`src/rtl/cpu19_pkg.sv`:
```
// Shared types and sizes for the 19-bit core's register file path.
// Provides the register index/data typedefs and a one-hot decode helper.
package cpu19_pkg;

   localparam int DATA_W = 19;
   localparam int ADDR_W = 3;
   localparam int NREG   = 8;

   typedef logic [ADDR_W-1:0] reg_idx_t;
   typedef logic [DATA_W-1:0] reg_data_t;
   typedef logic [NREG-1:0]   reg_mask_t;

   function automatic reg_mask_t onehot(reg_idx_t idx);
      reg_mask_t m;
      m = '0;
      m[idx] = 1'b1;
      return m;
   endfunction

endpackage

```
`src/rtl/regfile_wb_arbiter_if.sv`:
```
// Write-back request, register-file write and scoreboard bundle.
// master = producers/decode side, slave = arbiter side.
interface regfile_wb_arbiter_if;
   import cpu19_pkg::*;

   logic      alu_valid;
   logic      alu_ready;
   reg_idx_t  alu_rd;
   reg_data_t alu_data;

   logic      mem_valid;
   logic      mem_ready;
   reg_idx_t  mem_rd;
   reg_data_t mem_data;

   logic      rf_we;
   reg_idx_t  rf_rd;
   reg_data_t rf_wdata;

   logic      issue_valid;
   logic      issue_ready;
   reg_idx_t  issue_rd;
   reg_idx_t  chk_rs1;
   reg_idx_t  chk_rs2;
   logic      hazard_rs1;
   logic      hazard_rs2;
   reg_mask_t busy;

   modport master (
      output alu_valid, alu_rd, alu_data,
      input  alu_ready,
      output mem_valid, mem_rd, mem_data,
      input  mem_ready,
      input  rf_we, rf_rd, rf_wdata,
      output issue_valid, issue_rd, chk_rs1, chk_rs2,
      input  issue_ready, hazard_rs1, hazard_rs2, busy
   );

   modport slave (
      input  alu_valid, alu_rd, alu_data,
      output alu_ready,
      input  mem_valid, mem_rd, mem_data,
      output mem_ready,
      output rf_we, rf_rd, rf_wdata,
      input  issue_valid, issue_rd, chk_rs1, chk_rs2,
      output issue_ready, hazard_rs1, hazard_rs2, busy
   );

endinterface

```
`src/rtl/regfile_wb_arbiter_rr_arb2.sv`:
```
// Two-way round-robin arbiter; req[0]=ALU, req[1]=load unit.
// The pointer resets to "MEM last" so the ALU wins the first tie.
module rr_arb2 (
   input  logic       clk,
   input  logic       rst_n,
   input  logic [1:0] req,
   output logic [1:0] gnt
);

   logic r_last_mem;

   always_comb begin
      gnt    = 2'b00;
      gnt[0] = req[0] & (~req[1] | r_last_mem);
      gnt[1] = req[1] & (~req[0] | ~r_last_mem);
   end

   always_ff @(posedge clk or negedge rst_n) begin
      if (!rst_n)
         r_last_mem <= 1'b1;
      else if (|gnt)
         r_last_mem <= gnt[1];
   end

endmodule

```
`src/rtl/regfile_wb_arbiter.sv`:
```
// Write-back arbiter, registered write stage and pending-write scoreboard.
// Scoreboard present only when REGFILE_WB_SCOREBOARD_EN is defined.
module regfile_wb_arbiter
   import cpu19_pkg::*;
(
   input logic                 clk,
   input logic                 rst_n,
   regfile_wb_arbiter_if.slave bus
);

   logic [1:0] w_gnt;
   logic       r_rf_we;
   reg_idx_t   r_rf_rd;
   reg_data_t  r_rf_wdata;

   rr_arb2 u_arb (
      .clk   (clk),
      .rst_n (rst_n),
      .req   ({bus.mem_valid, bus.alu_valid}),
      .gnt   (w_gnt)
   );

   assign bus.alu_ready = w_gnt[0];
   assign bus.mem_ready = w_gnt[1];

   always_ff @(posedge clk or negedge rst_n) begin
      if (!rst_n) begin
         r_rf_we    <= 1'b0;
         r_rf_rd    <= '0;
         r_rf_wdata <= '0;
      end else begin
         r_rf_we <= |w_gnt;
         if (w_gnt[0]) begin
            r_rf_rd    <= bus.alu_rd;
            r_rf_wdata <= bus.alu_data;
         end else if (w_gnt[1]) begin
            r_rf_rd    <= bus.mem_rd;
            r_rf_wdata <= bus.mem_data;
         end
      end
   end

   assign bus.rf_we    = r_rf_we;
   assign bus.rf_rd    = r_rf_rd;
   assign bus.rf_wdata = r_rf_wdata;

`ifdef REGFILE_WB_SCOREBOARD_EN
   reg_mask_t r_busy;
   reg_mask_t w_set;
   reg_mask_t w_clr;
   logic      w_issue_ok;

   assign w_issue_ok = ~r_busy[bus.issue_rd];
   assign w_set = (bus.issue_valid && w_issue_ok) ?
                  onehot(bus.issue_rd) : '0;
   assign w_clr = r_rf_we ? onehot(r_rf_rd) : '0;

   // A same-edge issue re-arms the bit the retiring write clears
   always_ff @(posedge clk or negedge rst_n) begin
      if (!rst_n)
         r_busy <= '0;
      else
         r_busy <= (r_busy & ~w_clr) | w_set;
   end

   assign bus.busy        = r_busy;
   assign bus.issue_ready = w_issue_ok;
   assign bus.hazard_rs1  = r_busy[bus.chk_rs1];
   assign bus.hazard_rs2  = r_busy[bus.chk_rs2];
`else
   logic w_unused;

   assign w_unused = ^{bus.issue_valid, bus.issue_rd,
                       bus.chk_rs1, bus.chk_rs2};

   assign bus.busy        = '0;
   assign bus.issue_ready = 1'b1;
   assign bus.hazard_rs1  = 1'b0;
   assign bus.hazard_rs2  = 1'b0;
`endif

endmodule

```
`src/flat_wrapper.sv`:
```
// flat-port wrapper written by rule: the top's interface ports become plain ports
module regfile_wb_arbiter_flat import cpu19_pkg::*;
  (clk, rst_n, bus_alu_valid, bus_alu_rd, bus_alu_data, bus_alu_ready, bus_mem_valid, bus_mem_rd, bus_mem_data, bus_mem_ready, bus_rf_we, bus_rf_rd, bus_rf_wdata, bus_issue_valid, bus_issue_rd, bus_chk_rs1, bus_chk_rs2, bus_issue_ready, bus_hazard_rs1, bus_hazard_rs2, bus_busy);
  regfile_wb_arbiter_if bus_i ();
  input logic clk;
  input logic rst_n;
  input wire logic [$bits(bus_i.alu_valid)-1:0] bus_alu_valid;
  input wire logic [$bits(bus_i.alu_rd)-1:0] bus_alu_rd;
  input wire logic [$bits(bus_i.alu_data)-1:0] bus_alu_data;
  output wire logic [$bits(bus_i.alu_ready)-1:0] bus_alu_ready;
  input wire logic [$bits(bus_i.mem_valid)-1:0] bus_mem_valid;
  input wire logic [$bits(bus_i.mem_rd)-1:0] bus_mem_rd;
  input wire logic [$bits(bus_i.mem_data)-1:0] bus_mem_data;
  output wire logic [$bits(bus_i.mem_ready)-1:0] bus_mem_ready;
  output wire logic [$bits(bus_i.rf_we)-1:0] bus_rf_we;
  output wire logic [$bits(bus_i.rf_rd)-1:0] bus_rf_rd;
  output wire logic [$bits(bus_i.rf_wdata)-1:0] bus_rf_wdata;
  input wire logic [$bits(bus_i.issue_valid)-1:0] bus_issue_valid;
  input wire logic [$bits(bus_i.issue_rd)-1:0] bus_issue_rd;
  input wire logic [$bits(bus_i.chk_rs1)-1:0] bus_chk_rs1;
  input wire logic [$bits(bus_i.chk_rs2)-1:0] bus_chk_rs2;
  output wire logic [$bits(bus_i.issue_ready)-1:0] bus_issue_ready;
  output wire logic [$bits(bus_i.hazard_rs1)-1:0] bus_hazard_rs1;
  output wire logic [$bits(bus_i.hazard_rs2)-1:0] bus_hazard_rs2;
  output wire logic [$bits(bus_i.busy)-1:0] bus_busy;
  assign bus_i.alu_valid = bus_alu_valid;
  assign bus_i.alu_rd = bus_alu_rd;
  assign bus_i.alu_data = bus_alu_data;
  assign bus_alu_ready = bus_i.alu_ready;
  assign bus_i.mem_valid = bus_mem_valid;
  assign bus_i.mem_rd = bus_mem_rd;
  assign bus_i.mem_data = bus_mem_data;
  assign bus_mem_ready = bus_i.mem_ready;
  assign bus_rf_we = bus_i.rf_we;
  assign bus_rf_rd = bus_i.rf_rd;
  assign bus_rf_wdata = bus_i.rf_wdata;
  assign bus_i.issue_valid = bus_issue_valid;
  assign bus_i.issue_rd = bus_issue_rd;
  assign bus_i.chk_rs1 = bus_chk_rs1;
  assign bus_i.chk_rs2 = bus_chk_rs2;
  assign bus_issue_ready = bus_i.issue_ready;
  assign bus_hazard_rs1 = bus_i.hazard_rs1;
  assign bus_hazard_rs2 = bus_i.hazard_rs2;
  assign bus_busy = bus_i.busy;
  regfile_wb_arbiter u_core (.clk(clk), .rst_n(rst_n), .bus(bus_i));
endmodule
```
`config.mk`:
```
export PLATFORM = sky130hd
export DESIGN_NAME = regfile_wb_arbiter_flat
export DESIGN_NICKNAME = d
export VERILOG_FILES = /design/src/rtl/cpu19_pkg.sv /design/src/rtl/regfile_wb_arbiter_if.sv /design/src/rtl/regfile_wb_arbiter_rr_arb2.sv /design/src/rtl/regfile_wb_arbiter.sv /design/src/flat_wrapper.sv
export SDC_FILE = /design/constraint.sdc
export NUM_CORES = 1
export LEC_CHECK = 0
export ABC_AREA = 1
export CAP_MARGIN = 20
export CELL_PAD_IN_SITES_DETAIL_PLACEMENT = 0
export CELL_PAD_IN_SITES_GLOBAL_PLACEMENT = 2
export CORE_MARGIN = 2
export CORE_UTILIZATION = 17
export CTS_CLUSTER_DIAMETER = 100
export CTS_CLUSTER_SIZE = 20
export DETAILED_ROUTE_END_ITERATION = 10
export PLACE_DENSITY_LB_ADDON = 0.1
export SYNTH_ARGS = -nofsm -noshare
export SYNTH_HDL_FRONTEND = slang
export SYNTH_SLANG_ARGS = --single-unit
```
`constraint.sdc`:
```
create_clock -name clk -period 1.5 [get_ports clk]
set_input_delay 0.225 -clock clk [delete_from_list [all_inputs] [get_ports clk]]
set_output_delay 0.225 -clock clk [all_outputs]
set_load 0.02 [all_outputs]
```
==> results of run 1 <==
per-layer routing:
layer,GRT usage,part of all wire,up-vias
met5,0,0,-
met4,0.0321,0.010,0
met3,0.0274,0.075,2
met2,0.163,0.47,51
met1,0.127,0.44,644
li1,-,-,754
placed cells by master (no fill, tap or decap):
cell	count
clkbuf_8	4
clkdlybuf4s50_1	50
dfrtp_1	23
buf_4	6
o21ai_0	1
dfstp_2	1
buf_2	2
nand2_1	100
nand3_1	35
dlymetal6s2s_1	20
conb_1	11
inv_1	25
buf_12	1
nand2_4	1
nand2_2	1
buf_6	1
worst paths after layout:
check | cells after the start | endpoint
worst min-delay path | 2 | u_core.bus.rf_rd[1]
worst max register to register | 6 | u_core.bus.rf_wdata[8]
worst min register to register | 2 | u_core.bus.rf_wdata[6]
worst max-delay path | 1 | bus_rf_wdata[14]
max in group asynchronous | 2 | u_core.u_arb.r_last_mem
min in group clk | 2 | u_core.bus.rf_wdata[6]
cells by family after synthesis:
family                 count (synthesis)  synth area share
other                                  2           0.00524
buffers and inverters                 48             0.175
AND/OR/NAND/NOR                      137             0.396
AO/OA/AOI/OAI                          1           0.00349
flip-flops                            24             0.420
synth_stat cells:
cell / n / area (um2)
dfstp_2: 1 / 26.3
buf_2: 3 / 15.0
buf_1: 1 / 3.75
nand2_4: 1 / 11.3
dfrtp_1: 23 / 576
conb_1: 2 / 7.51
o21ai_0: 1 / 5.00
clkbuf_1: 1 / 3.75
buf_4: 18 / 135
nand3_1: 35 / 175
inv_1: 25 / 93.8
nand2_1: 100 / 375
nand2_2: 1 / 6.26
power groups by stage:
stage	combinational, mW	sequential, mW	clock [mW]
after global routing	0.856	0.811	0.516
after CTS	0.808	0.802	0.484
final	0.772	0.796	0.456
after global placement	0.812	0.815	0
after detailed placement	0.810	0.814	0
after floorplan	0.297	0.930	0
area by class of cell:
type                    instances  area share
inverters                      25      0.0402
well taps                     105      0.0563
repair buffers                 80       0.359
clock buffers                   4      0.0236
multi-input cells             149       0.263
flip-flops and latches         24       0.258
registers in the layout, indices dropped and copies added (netlist names):
| signal | cells |
|---|---|
| u_core.bus.rf_wdata | 19 |
| u_core.bus.rf_rd | 3 |
| u_core.bus.rf_we | 1 |
| u_core.u_arb.r_last_mem | 1 |
stage by stage:
| stage | cells | TNS [ns] | hold WS [ns] |
|---|---|---|---|
| after floorplan | 221 | 0 | -0.0706 |
| after global placement | 383 | -5.00 | 0.489 |
| after detailed placement | 383 | -5.12 | 0.497 |
| after CTS | 387 | 0 | 0.318 |
| after global routing | 387 | 0 | 0.315 |
| final | 387 | 0 | 0.312 |
==> flow_metrics.py, run 1 <==
metrics = {
    "status": {
        "outcome": "completed",
    },
    "clock_network": {
        "clk_path_buf_depth": 2,
        "hold_buffers": 0,
        "clk_latency_ns": 0.27,
        "clkTransAtPathRegs_ns": 0.10,
        "cts_made_buffers": 3,
        "cts-htree-levels": 1,
        "cts_tree": "yes",
        "cts_root_buf": "clkbuf_8",
        "cts-resized-gates": 7,
        "post_cts_buffers": 0,
        "numClockSinks": 24,
    },
    "detailed_routing": {
        "drt_wl_total_um": 4510,
        "ant_nets": 0,
        "drtIter0Drc": 61,
        "dr.pass1.iters": 4,
        "viasPerCell": 3.75,
        "wl_per_cell_um": 11.7,
        "drcViolationCount": 0,
        "vias": 1451,
    },
    "floorplan": {
        "die-area_um2": 9190,
        "fp.dieH_um": 95.8,
        "fp.coreArea_um2": 8220,
        "die_w_um": 95.8,
        "initial_utilization": 0.175,
        "fp-row-count": 33,
        "ios": 94,
    },
    "final_layout": {
        "regArea_um2": 602,
        "antennaDiodeCount": 0,
        "stdcell_area_um2": 2330,
        "multi_input_area_um2": 614,
        "fin_util": 0.284,
        "drive_above_1_share": 0.0603,
        "syn2layout_area_growth_pct": 62.7,
        "fillers": 921,
        "nets": 341,
    },
    "place": {
        "port_buffers": 72,
        "gp_congestion": 0.660,
        "postPlaceCellArea_um2": 2230,
        "hpwlAfterDp_um": 3110,
        "place_ws_ns": -0.285,
    },
    "power_and_ir_drop": {
        "p_leak_nw": 1.36,
        "ir_worst_vdd_mv": 0.259,
        "power.net_switching_uw": 682,
        "pwr-share-comb": 0.381,
        "pwr-share-clk": 0.225,
        "intPower_mw": 1.34,
        "p_seq_frac": 0.393,
        "power_density_nw_per_um2": 867,
        "switching_share": 0.337,
        "total_power_mw": 2.02,
    },
    "global_routing": {
        "grt_pass1_vias": 1393,
        "track_usage": 0.0996,
        "grt_max_degree": 46,
        "grt_antenna_before_repair": 0,
        "grt_pass1_wl_um": 6960,
        "overflow": 0,
    },
    "worst_setup_path": {
        "slowest_delay_ns": 0.61,
        "arrival_ns": 1.23,
        "critPathLaunchType": "flip-flop",
        "crit_path_end_kind": "output port",
        "worstSetupStartpoint": "u_core.bus.rf_wdata[14]",
        "r2r_setup_slack_ns": 0.15,
        "worstPathMaxFanout": 2,
        "critical_path_buf_inv_count": 1,
        "path_class": "reg -> out",
        "reg2reg_from": "u_core.u_arb.r_last_mem",
        "path_delay_family": "buffers and inverters",
        "worstPathRequired_ns": 1.27,
        "crit_chain": "clkdlybuf4s50_1",
        "cpMaxStageDelayCell": "clkdlybuf4s50_1",
    },
    "timing": {
        "period_needed_ns": 1.46,
        "drv_slew": 0,
        "setup_viol_count_final": 0,
        "max_freq_mhz": 686,
        "finalCritPeriodShare": 0.972,
        "fin_skew_ns": 0.00845,
        "rsz0062_at_grt": "false",
        "hold_viol_final": 0,
        "timing.final.ws_setup_ns": 0.0414,
    },
    "synth": {
        "avgSynthCellArea_um2": 6.76,
        "synthCells": 212,
        "yosys_warnings": 0,
        "synth_seq_area_share": 0.420,
        "netlist_area_um2": 1430,
        "ys_ff_latch": 24,
        "synthDistinctLibCells": 13,
    },
    "worst_hold_path": {
        "min_path_type": "in -> async",
    },
    "job": {
        "drv_cap": 0,
    },
}
Note: power is estimated with default switching activity, not from simulation.
==> run 2, diff against run 1 <==
Settings changed: CORE_MARGIN 2 to unset, TNS_END_PERCENT set to 50.
==> flow_metrics.py, run 2 (synthesis gave the netlist of run 1 again) <==
metrics = {
    "detailed_routing": {
        "viasPerCell": 3.73,
        "drcViolationCount": 0,
        "drtIter0Drc": 31,
        "drt_wl_total_um": 4550,
        "ant_nets": 0,
        "vias": 1445,
        "wl_per_cell_um": 11.8,
        "dr.pass1.iters": 4,
    },
    "floorplan": {
        "fp-row-count": 33,
        "fp.dieH_um": 93.8,
        "fp.coreArea_um2": 8180,
        "ios": 94,
        "die-area_um2": 8810,
        "die_w_um": 93.8,
        "initial_utilization": 0.175,
    },
    "worst_setup_path": {
        "worstSetupPathDepth": 1,
        "crit_path_end_kind": "output port",
        "cpMaxStageDelayCell": "clkdlybuf4s50_1",
        "path_class": "reg -> out",
        "rr_endpoint": "u_core.bus.rf_wdata[7]",
        "critical_path_buf_inv_count": 1,
        "slowest_delay_ns": 0.60,
        "r2r_setup_slack_ns": 0.22,
        "r2r_cells": 6,
        "worstPathMaxFanout": 2,
        "reg2reg_from": "u_core.u_arb.r_last_mem",
        "crit_chain": "clkdlybuf4s50_1",
        "path_delay_family": "buffers and inverters",
        "critPathLaunchType": "flip-flop",
        "arrival_ns": 1.23,
        "worstPathRequired_ns": 1.27,
    },
    "global_routing": {
        "grt_max_degree": 46,
        "grt_pass1_vias": 1429,
        "overflow": 0,
        "track_usage": 0.103,
        "grt_pass1_wl_um": 6980,
        "grt_antenna_before_repair": 1,
    },
    "power_and_ir_drop": {
        "p_leak_nw": 1.33,
        "ir_worst_vdd_mv": 0.282,
        "power_density_nw_per_um2": 874,
        "total_power_mw": 2.02,
    },
    "timing": {
        "drv_slew": 0,
        "max_freq_mhz": 688,
        "tns_ns": 0,
        "fin_skew_ns": 0.00213,
        "rsz0062_at_grt": "false",
        "period_needed_ns": 1.45,
        "setup_viol_count_final": 0,
        "finalCritPeriodShare": 0.969,
        "hold_ws_ns": 0.313,
        "hold_viol_final": 0,
    },
    "clock_network": {
        "cts-htree-levels": 1,
        "cts_root_buf": "clkbuf_8",
        "cts_tree": "yes",
        "cts_made_buffers": 3,
        "numClockSinks": 24,
        "post_cts_buffers": 0,
        "clk_path_buf_depth": 2,
        "clk_latency_ns": 0.27,
        "clkTransAtPathRegs_ns": 0.09,
    },
    "final_layout": {
        "nets": 340,
        "drive_above_1_share": 0.0569,
        "fin_util": 0.282,
        "final_cell_mix": "nand2_1 (100), clkdlybuf4s50_1 (51), nand3_1 (35), inv_1 (25), dfrtp_1 (23)",
        "regArea_um2": 602,
        "syn2layout_area_growth_pct": 61.0,
        "fillers": 912,
        "multi_input_area_um2": 614,
        "largest_reg_flops": 19,
        "stdcell_area_um2": 2310,
        "final_common_cell": "nand2_1",
    },
    "place": {
        "hpwlAfterDp_um": 3080,
        "gp_congestion": 0.633,
        "postPlaceCellArea_um2": 2210,
        "port_buffers": 72,
    },
    "worst_hold_path": {
        "min_path_type": "in -> async",
    },
    "job": {
        "drv_cap": 0,
    },
    "status": {
        "outcome": "completed",
    },
}
run 2: cell types whose count changed in the layout (fill, tap and decap cells not counted), sizes merged:
cell           change
buf                -1
dlygate4sd2        +3
diode              +1
clkdlybuf4s50      +1
dlymetal6s2s       -4
run 2: metrics by stage:
stage | setup WS, ns | cells
after floorplan | 0.224 | 221
after global placement | -0.335 | 382
after detailed placement | -0.329 | 382
after CTS | 0.00224 | 386
after global routing | 0.000304 | 387
final | 0.0470 | 387
run 2: final cells by class:
class / count / share of cell area
repair buffers: 79 / 0.351
clock buffers: 4 / 0.0238
inverters: 25 / 0.0407
well taps: 105 / 0.0569
diodes: 1 / 0.00108
flip-flops and latches: 24 / 0.261
multi-input cells: 149 / 0.266
run 2: report_power, final:
group	total (mW)	switching, mW	internal (mW)	leakage [nW]
combinational	0.763	0.411	0.352	1.02
clock	0.456	0.221	0.235	0.0288
sequential	0.800	0.0518	0.748	0.275
total	2.02	0.684	1.33	1.33
run 2: how the worst max path moves through the flow:
stage	to	startpoint	slack [ns]
floorplan	bus_alu_ready	u_core.u_arb.r_last_mem	0.22
global placement	bus_mem_ready	bus_mem_valid	-0.34
detailed placement	bus_mem_ready	bus_mem_valid	-0.33
CTS	bus_rf_wdata[10]	u_core.bus.rf_wdata[10]	0.002
global route	bus_rf_wdata[2]	u_core.bus.rf_wdata[2]	0.0003
finish	bus_rf_rd[2]	u_core.bus.rf_rd[2]	0.05
run 2: repair_timing:
action / CTS / global route
hold buffers: 0 / 0
setup endpoints to repair: 4 / 39
gates resized for setup: 11 / 19
run 2: per-layer routing:
layer  share of wire  track usage  wire, um  up-vias
met1            0.46        0.127      2080      651
met4          0.0079       0.0346        36        0
met2            0.49        0.182      2210       40
li1                -            -         -      752
met5               0            0         0        -
met3           0.049       0.0154       225        2
==> run 3, diff against run 2 <==
Settings changed: CORE_UTILIZATION 17 to 18, SYNTH_HIERARCHICAL set to 1.
==> flow_metrics.py, run 3 <==
metrics = {
    "status": {
        "outcome": "completed",
    },
    "detailed_routing": {
        "dr.pass1.iters": 4,
        "ant_nets": 0,
        "drtIter0Drc": 35,
        "viasPerCell": 3.85,
        "drcViolationCount": 0,
        "vias": 1235,
        "drt_wl_total_um": 4120,
        "wl_per_cell_um": 12.8,
    },
    "floorplan": {
        "die_w_um": 88.8,
        "fp.dieH_um": 88.8,
        "fp.coreArea_um2": 7250,
        "initial_utilization": 0.187,
        "die-area_um2": 7880,
        "fp-row-count": 31,
        "ios": 94,
    },
    "synth": {
        "synth_edf_count": 0,
        "yosys.area.top_type": "dfrtp_1",
        "synth_common_cells": "nand2_1 (50), nand3_2 (30), dfrtp_1 (23), nand3_1 (14), buf_4 (13)",
        "synthDistinctLibCells": 13,
        "synth_seq_area_share": 0.444,
        "netlist_area_um2": 1360,
        "ys_ff_latch": 24,
        "netlist_top_cells_area": "dfrtp_1 (42%), nand3_2 (22%), nand2_1 (14%)",
        "yosysTopAreaCellShare": 0.425,
        "yosys_warnings": 6,
        "synthArstFlopShare": 1.00,
        "avgSynthCellArea_um2": 9.28,
        "yosys.cell_count.top_type": "nand2_1",
        "synthFlopType": "dfrtp_1",
        "synthCells": 146,
    },
    "final_layout": {
        "nets": 281,
        "final_cell_mix": "clkdlybuf4s50_1 (51), nand2_1 (50), nand3_2 (30), dfrtp_1 (23), dlymetal6s2s_1 (18)",
        "antennaDiodeCount": 0,
        "syn2layout_area_growth_pct": 69.3,
        "largest_reg_flops": 19,
        "drive_above_1_share": 0.221,
        "final_common_cell": "clkdlybuf4s50_1",
        "stdcell_area_um2": 2290,
    },
    "worst_setup_path": {
        "crit_path_end_kind": "output port",
        "cpMaxStageDelayCell": "clkdlybuf4s50_1",
        "path_delay_family": "buffers and inverters",
        "worstPathRequired_ns": 1.27,
        "worstPathMaxFanout": 2,
        "arrival_ns": 1.23,
        "slowest_delay_ns": 0.60,
        "critPathLaunchType": "flip-flop",
        "crit_chain": "clkdlybuf4s50_1",
        "critical_path_buf_inv_count": 1,
        "path_class": "reg -> out",
    },
    "timing": {
        "setup_viol_count_final": 0,
        "fin_skew_ns": 0.000755,
        "hold_viol_final": 0,
        "tns_ns": 0,
        "period_needed_ns": 1.45,
        "finalCritPeriodShare": 0.969,
        "hold_ws_ns": 0.320,
        "drv_slew": 0,
        "max_freq_mhz": 688,
        "rsz0062_at_grt": "false",
    },
    "clock_network": {
        "hold_buffers": 0,
        "numClockSinks": 24,
        "clk_path_buf_depth": 2,
        "cts_root_buf": "clkbuf_8",
        "clk_latency_ns": 0.27,
        "clkTransAtPathRegs_ns": 0.09,
        "cts_made_buffers": 3,
        "post_cts_buffers": 0,
        "cts-htree-levels": 1,
        "cts_tree": "yes",
    },
    "place": {
        "postPlaceCellArea_um2": 2200,
        "hpwlAfterDp_um": 3020,
        "port_buffers": 72,
        "gp_congestion": 0.689,
    },
    "global_routing": {
        "track_usage": 0.110,
        "met1_usage": 0.146,
        "grt_util_met2": 0.184,
        "grt_max_degree": 25,
        "overflow": 0,
        "grt_pass1_vias": 1258,
        "grt_pass1_wl_um": 6530,
        "grt_util_met3": 0.0168,
        "grt_antenna_before_repair": 0,
        "top_usage_layer": "met2",
    },
    "power_and_ir_drop": {
        "p_leak_nw": 1.19,
        "ir_worst_vdd_mv": 0.335,
        "power_density_nw_per_um2": 917,
    },
    "job": {
        "drv_cap": 0,
    },
    "worst_hold_path": {
        "min_path_type": "in -> async",
    },
}
-- run 3: cell types whose count changed after synthesis, moves of 4 or more --
cell / delta
buf_4: -5
nand2_1: -50
inv_1: -21
buf_6: +4
nand3_2: +30
nand3_1: -21
-- run 3: worst reg2reg max path: stages, from the launching register on --
cell and delay (ns):
dfstp_2 0.55, nand2_1 0.05, nand2_1 0.10, buf_6 0.18, inv_2 0.08, buf_12 0.16
nand3_2 0.07, nand3_1 0.09
-- run 3: layout make-up --
cell class	instances	area, um2
fillers	767	4960
repair buffers	82	878
multi-input cells	107	627
flip-flops and latches	24	602
well taps	99	124
clock buffers	4	45.0
inverters	5	18.8
-- run 3: routing by layer --
metal,part of all wire,up-vias
met5,0,-
met4,0.0085,0
met3,0.052,2
met2,0.48,41
met1,0.46,594
li1,-,598
-- run 3: repair_timing --
action / in CTS / in global routing
gates resized for setup: 6 / 23
cloned: 0 / 0
setup endpoints to repair: 3 / 35
-- run 3: report_power, final --
| group | internal (mW) | switching, mW | leakage [nW] |
|---|---|---|---|
| sequential | 0.758 | 0.0557 | 0.289 |
| combinational | 0.419 | 0.456 | 0.879 |
| clock | 0.190 | 0.225 | 0.0228 |
-- run 3: metrics by stage --
stage	util	std cells	setup WS, ns	power (mW)
final	0.316	321	0.0472	2.10
after global routing	0.316	321	0.00200	2.25
after CTS	0.310	321	0.00337	2.16
after detailed placement	0.304	317	-0.281	1.74
after global placement	0.304	317	-0.278	1.73
after floorplan	-	155	0.115	1.27
-- run 3: final timing paths --
path	endpoint	slack (ns)	cells past startpoint	from
worst max-delay path	bus_rf_wdata[18]	0.05	1	u_core/bus.rf_wdata[18]
worst min-delay path	u_core/bus.rf_wdata[5]	0.32	2	rst_n
worst max register to register	u_core/bus.rf_wdata[15]	0.11	7	u_core/u_arb/r_last_mem
worst min register to register	u_core/bus.rf_wdata[17]	0.48	2	u_core/bus.rf_wdata[17]
max in group asynchronous	u_core/u_arb/r_last_mem	0.88	2	rst_n
min in group clk	u_core/bus.rf_wdata[17]	0.48	2	u_core/bus.rf_wdata[17]
-- run 3: logic make-up after synthesis --
group                  count (synthesis)  synth area share
buffers and inverters                 24             0.126
AND/OR/NAND/NOR                       95             0.420
AO/OA/AOI/OAI                          1           0.00369
flip-flops                            24             0.444
other                                  2           0.00554
